File: src/rtl/e203_csr_acc_arb.sv
// e203_csr_acc_arb: shares the single CSR file port between the EXU CSR
// instruction path and the debug-module abstract-command path. Each granted
// request becomes a read phase, an optional write phase (write/set/clear
// merged here), and a held response carrying the old value and illegal flag.
module e203_csr_acc_arb #(
  parameter int STARVE_LIM = 4
) (
  input  logic        clk,
  input  logic        rst,
  input  logic        dbg_mode,

  input  logic        exu_req_valid,
  output logic        exu_req_ready,
  input  logic [1:0]  exu_req_op,
  input  logic [11:0] exu_req_idx,
  input  logic [31:0] exu_req_wdat,
  output logic        exu_rsp_valid,
  input  logic        exu_rsp_ready,
  output logic [31:0] exu_rsp_rdat,
  output logic        exu_rsp_ilgl,

  input  logic        dbg_req_valid,
  output logic        dbg_req_ready,
  input  logic [1:0]  dbg_req_op,
  input  logic [11:0] dbg_req_idx,
  input  logic [31:0] dbg_req_wdat,
  output logic        dbg_rsp_valid,
  input  logic        dbg_rsp_ready,
  output logic [31:0] dbg_rsp_rdat,
  output logic        dbg_rsp_ilgl,

  output logic        csr_ena,
  output logic        csr_rd_en,
  output logic        csr_wr_en,
  output logic [11:0] csr_idx,
  output logic [31:0] wbck_csr_dat,
  input  logic [31:0] read_csr_dat,
  input  logic        csr_access_ilgl
);

  typedef enum logic [1:0] {IDLE, READ, WRITE, RESP} state_t;

  localparam logic [1:0] OP_READ  = 2'b00;
  localparam logic [1:0] OP_WRITE = 2'b01;
  localparam logic [1:0] OP_SET   = 2'b10;
  localparam logic [1:0] OP_CLR   = 2'b11;

  localparam int            CW  = (STARVE_LIM < 1) ? 1 : $clog2(STARVE_LIM + 1);
  localparam logic [CW-1:0] LIM = CW'(STARVE_LIM);

  state_t        state;
  logic [CW-1:0] starve_cnt;
  logic          owner_dbg;
  logic [1:0]    op_q;
  logic [11:0]   idx_q;
  logic [31:0]   wdat_q;
  logic [31:0]   old_q;
  logic          ilgl_q;

  logic          prio_valid;
  logic          other_valid;
  logic          grant_other;
  logic          grant_any;
  logic          grant_dbg;
  logic [1:0]    req_op;
  logic [11:0]   req_idx;
  logic [31:0]   req_wdat;
  logic          no_write;
  logic          owner_rsp_ready;

  // Grant decision: priority side wins unless the waiting side is owed a turn.
  always_comb begin
    // NOTE: every signal written here gets a value on every path, so no latch is inferred.
    prio_valid  = dbg_mode ? dbg_req_valid : exu_req_valid;
    other_valid = dbg_mode ? exu_req_valid : dbg_req_valid;
    grant_other = other_valid && (!prio_valid || (starve_cnt == LIM));
    grant_any   = (state == IDLE) && !rst && (prio_valid || other_valid);
    // Priority side is dbg when dbg_mode=1, so the non-priority grant flips it.
    grant_dbg   = dbg_mode ^ grant_other;
    req_op      = grant_dbg ? dbg_req_op   : exu_req_op;
    req_idx     = grant_dbg ? dbg_req_idx  : exu_req_idx;
    req_wdat    = grant_dbg ? dbg_req_wdat : exu_req_wdat;
  end

  // Decide after the read phase whether a write strobe is needed at all.
  always_comb begin
    no_write        = csr_access_ilgl || (op_q == OP_READ) ||
                      (op_q[1] && (wdat_q == 32'h0));
    owner_rsp_ready = owner_dbg ? dbg_rsp_ready : exu_rsp_ready;
  end

  // Transaction sequencer and starvation counter.
  always_ff @(posedge clk) begin
    // NOTE: sequential state always uses non-blocking assignments so every register samples pre-edge values.
    if (rst) begin
      state      <= IDLE;
      starve_cnt <= '0;
      owner_dbg  <= 1'b0;
      op_q       <= '0;
      idx_q      <= '0;
      wdat_q     <= '0;
      old_q      <= '0;
      ilgl_q     <= 1'b0;
    end else begin
      case (state)
        IDLE: begin
          if (grant_any) begin
            owner_dbg <= grant_dbg;
            op_q      <= req_op;
            idx_q     <= req_idx;
            wdat_q    <= req_wdat;
            if (grant_other || !other_valid) starve_cnt <= '0;
            else                             starve_cnt <= starve_cnt + CW'(1);
            old_q     <= '0;
            // A debug request outside debug mode never reaches the CSR file.
            if (grant_dbg && !dbg_mode) begin
              ilgl_q <= 1'b1;
              state  <= RESP;
            end else begin
              ilgl_q <= 1'b0;
              state  <= READ;
            end
          end
        end
        READ: begin
          old_q  <= read_csr_dat;
          ilgl_q <= csr_access_ilgl;
          state  <= no_write ? RESP : WRITE;
        end
        WRITE: state <= RESP;
        RESP: begin
          if (owner_rsp_ready) state <= IDLE;
        end
        default: state <= IDLE;
      endcase
    end
  end

  // Port strobes, merged write data, request handshakes and held responses.
  always_comb begin
    exu_req_ready = grant_any && !grant_dbg;
    dbg_req_ready = grant_any &&  grant_dbg;

    csr_ena      = (state == READ) || (state == WRITE);
    csr_rd_en    = (state == READ);
    csr_wr_en    = (state == WRITE);
    csr_idx      = csr_ena ? idx_q : 12'h0;
    wbck_csr_dat = 32'h0;
    if (state == WRITE) begin
      case (op_q)
        OP_WRITE: wbck_csr_dat = wdat_q;
        OP_SET:   wbck_csr_dat = old_q | wdat_q;
        OP_CLR:   wbck_csr_dat = old_q & ~wdat_q;
        default:  wbck_csr_dat = 32'h0;
      endcase
    end

    exu_rsp_valid = (state == RESP) && !owner_dbg;
    dbg_rsp_valid = (state == RESP) &&  owner_dbg;
    exu_rsp_rdat  = exu_rsp_valid ? old_q : 32'h0;
    dbg_rsp_rdat  = dbg_rsp_valid ? old_q : 32'h0;
    exu_rsp_ilgl  = exu_rsp_valid && ilgl_q;
    dbg_rsp_ilgl  = dbg_rsp_valid && ilgl_q;
  end

endmodule
File: config.mk
export PLATFORM = sky130hd
export DESIGN_NAME = e203_csr_acc_arb
export DESIGN_NICKNAME = d
export VERILOG_FILES = /design/src/rtl/e203_csr_acc_arb.sv
export SDC_FILE = /design/constraint.sdc
export NUM_CORES = 1
export LEC_CHECK = 0
export ABC_CLOCK_PERIOD_IN_PS = 3700
export CORE_ASPECT_RATIO = 0.75
export CORE_MARGIN = 4
export CORE_UTILIZATION = 44
export DETAILED_ROUTE_END_ITERATION = 6
export PLACE_DENSITY = 0.92
export SLEW_MARGIN = 20
export SYNTH_ARGS = -nofsm -noshare
export SYNTH_HDL_FRONTEND = slang
export SYNTH_SLANG_ARGS = --single-unit
File: constraint.sdc
create_clock -name clk -period 3.7 [get_ports clk]
set_input_delay 0.74 -clock clk [delete_from_list [all_inputs] [get_ports clk]]
set_output_delay 0.74 -clock clk [all_outputs]
set_load 0.02 [all_outputs]
==> out/summary.txt <==
Hold_buf cts -> 0
Die area -> 13000 sq um
CP cell instances -> clkdlybuf4s50_1, nand2_1, a21oi_1, nor2_1, ha_4, nor3_1, clkdlybuf4s50_1
Mux share of post-synthesis cell area -> 9.76%
R2R Setup Slk -> 1.35 ns
Relative slew margins -> 58.4%
Compound-Gate Fraction of Synth Area -> 22.5%
Largest family of logic cells by synthesized area -> simple AND/OR/NAND/NOR gates
Setup Viol. Count Final -> 0
CTS tree -> built
Asr flop ratio synth -> 0%
Ys flop type -> dfxtp_1
Final Wtd Congestion -> 0.871
MaxCap Viol Count -> 0
DRC Markers -> 0
Vias in the first global route -> 5352
Multi-input gate area -> 2960 sq um
R2r startpoint -> starve_cnt[0]
Worst-path fanout max -> 4
Worst slew pin tran -> 0.618 ns
Critical path's slowest cell -> clkdlybuf4s50_1
Initial antenna violation count -> 1
Largest net degree at the start of global routing -> 54
Final Max Tran Viols -> 0
Top Family by Delay on Critical Path -> buffers and inverters
Final hold slack -> 0.502 ns
Total CTS buffers -> 9
Buf/Inv on CP -> 2
Fill cell count -> 780
CP arrival -> 2.73 ns
Initial core utilization -> 45.0%
DR vias/cell -> 5.61
Flop and latch count out of synthesis -> 85
Die width -> 130 microns
Initial DRT Pass Iterations -> 7
Final nets -> 955
Sum of negative setup slack -> 0 ns
PD cells -> 586 nW/um^2
Crit Reg-Reg Endpoint -> idx_q[0]
Final non-filler cell total -> 961
Crit. End Element -> output pin
Critical path class -> primary input to output pin
Type of the worst min-delay path -> flop to flop
Clock buffer depth -> 2
CP startpoint kind -> primary input
Core Region -> 10900 sq um
Worst VDD drop -> 0.249 mV
Synth Cell Area -> 4920 sq um
RSZ-0062 raised after global routing -> false
Wire length per cell -> 18.6 microns
Skew final -> 0.00743 ns
Mapped Nets -> 734
Clock latency on the worst-skew pair -> 0.33 ns
Tcrit/Tclk final -> 93.9%
Synth cell types -> 34
Worst setup startpoint -> exu_req_valid
H-tree depth -> 3
Period minus WS final -> 3.47 ns
Met2 Track Usage GR -> 46.2%
CP Capture Point -> dbg_req_ready
Vias -> 5395
Post-Synthesis Cells -> 595
First-pass GRT wire length -> 27400 microns
Fin. Hold Viols -> 0
Simple-gate share of the synthesized area -> 25.4%
Synthesis-to-finish area growth -> 59.4%
Global routing's busiest layer -> met2
Port Buffers -> 248
Cell mode on critical path -> clkdlybuf4s50_1
Crit-path max cell delay -> 0.62 ns
R2R depth -> 8
Synth Area in XOR/XNOR -> 0.178%
EDFF count, synth -> 0
Post-Synth Adder-Cell Area -> 1.78%
Pleak -> 3.13 nW
Drt initial violations -> 312
DRT Wirelength -> 17900 microns
YS warnings -> 0
Final core occ -> 71.7%
Worst-path clk slew -> 0.06 ns
Clock root cell -> clkbuf_16
Register area share after synthesis -> 34.6%
Avg Cell Area, Syn -> 8.27 sq um
FF+latch area -> 1700 sq um
GR met3 Demand/Resource -> 8.00%
Antenna Violating Nets Remaining -> 0
Status -> finished clean
GRT Total Usage -> 26.8%
Placed insts -> 945
Post-CTS setup buffer count -> 0
Global routing met1 resource utilization -> 30.6%
DP Wirelength -> 13400 microns
Num Clock Sinks -> 85
Top Ports -> 249
F_max -> 288 MHz
Setup WS pre-CTS -> 0.132 ns
DIE HEIGHT -> 99.6 microns
Critical path depth in cells -> 7
CTS resizes -> 0
Post-route worst setup slack -> 0.227 ns
Worst Path Required -> 2.96 ns
# rows -> 33
Grt total ovfl -> 0
Share of layout cells above drive strength 1 -> 4.76%
-- layer usage --
metal / vias up / share of wire (%)
met1: 2455 / 38
met3: 58 / 10
met5: - / 0
met4: 0 / 3.7
li1: 2581 / -
met2: 301 / 48
-- how the worst min path moves through the flow --
stage / start / to / slack, ns / cells after the start
floorplan: starve_cnt[1] / starve_cnt[1] / 0.45 / 2
global placement: starve_cnt[1] / starve_cnt[1] / 0.46 / 2
detailed placement: starve_cnt[1] / starve_cnt[1] / 0.49 / 2
CTS: starve_cnt[1] / starve_cnt[1] / 0.50 / 2
global route: starve_cnt[0] / starve_cnt[0] / 0.52 / 2
finish: starve_cnt[0] / starve_cnt[0] / 0.50 / 2
-- final cells by class --
class / count / share of cell area [%]
multi-input combinational: 449 / 37.8
timing repair buffer: 264 / 33.3
sequential: 85 / 21.7
clock buffer: 11 / 3.09
tap: 140 / 2.23
clock inverter: 4 / 1.53
inverter: 7 / 0.335
antenna: 1 / 0.0319
-- stage by stage --
step	cell area, sq um	total power, mW
final	7840	4.60
after global routing	7840	4.89
after CTS	7840	4.61
after detailed placement	7480	3.51
after global placement	7480	3.41
after floorplan	4920	2.73
-- layout by cell type, fill, tap and decap left out, types with 15 or more instances in the layout --
| cell type | instances |
|---|---|
| dfxtp_1 | 84 |
| and3_1 | 33 |
| o21ai_0 | 41 |
| o211ai_1 | 21 |
| a22o_1 | 32 |
| buf_4 | 15 |
| clkdlybuf4s50_1 | 246 |
| nand2_1 | 40 |
| and2_1 | 77 |
| nor2_1 | 51 |
| mux2i_1 | 48 |
| a211oi_1 | 50 |
-- synth_stat cells, drive strengths merged, types with 15 or more instances --
master	n	area, sq um
mux2i	48	480
clkbuf	24	90.1
o211ai	21	158
and3	33	206
a211oi	51	395
nor2b	15	93.8
a22o	32	280
and2	77	482
nand2	40	150
nor2	53	201
dfxtp	85	1700
o21ai	42	214
buf	30	169
-- flip-flops by register name, indices dropped and copies added (netlist names) --
signal / cells
starve_cnt: 3
ilgl_q: 1
owner_dbg: 1
wdat_q: 32
op_q: 2
old_q: 32
state: 2
idx_q: 12
-- power by group --
part           switching (mW)  internal, mW  total (mW)
clock                   0.346         0.743        1.09
sequential              0.304          1.19        1.50
combinational            1.18         0.837        2.01
-- cells by family after synthesis --
kind of cell             count (synthesis)
AND/OR/NAND/NOR                        237
AO/OA/AOI/OAI                          156
flip-flops                              85
buffers and inverters                   61
multiplexers                            48
adder cells (fa/ha/maj)                  7
XOR/XNOR                                 1
-- tightest hold or removal path, cell delays in order, from the launching register on --
cell and delay (ns):
dfxtp_1 0.33, nand2_1 0.07, a21oi_1 0.05
No activity file was read; power rests on OpenSTA's default activity.
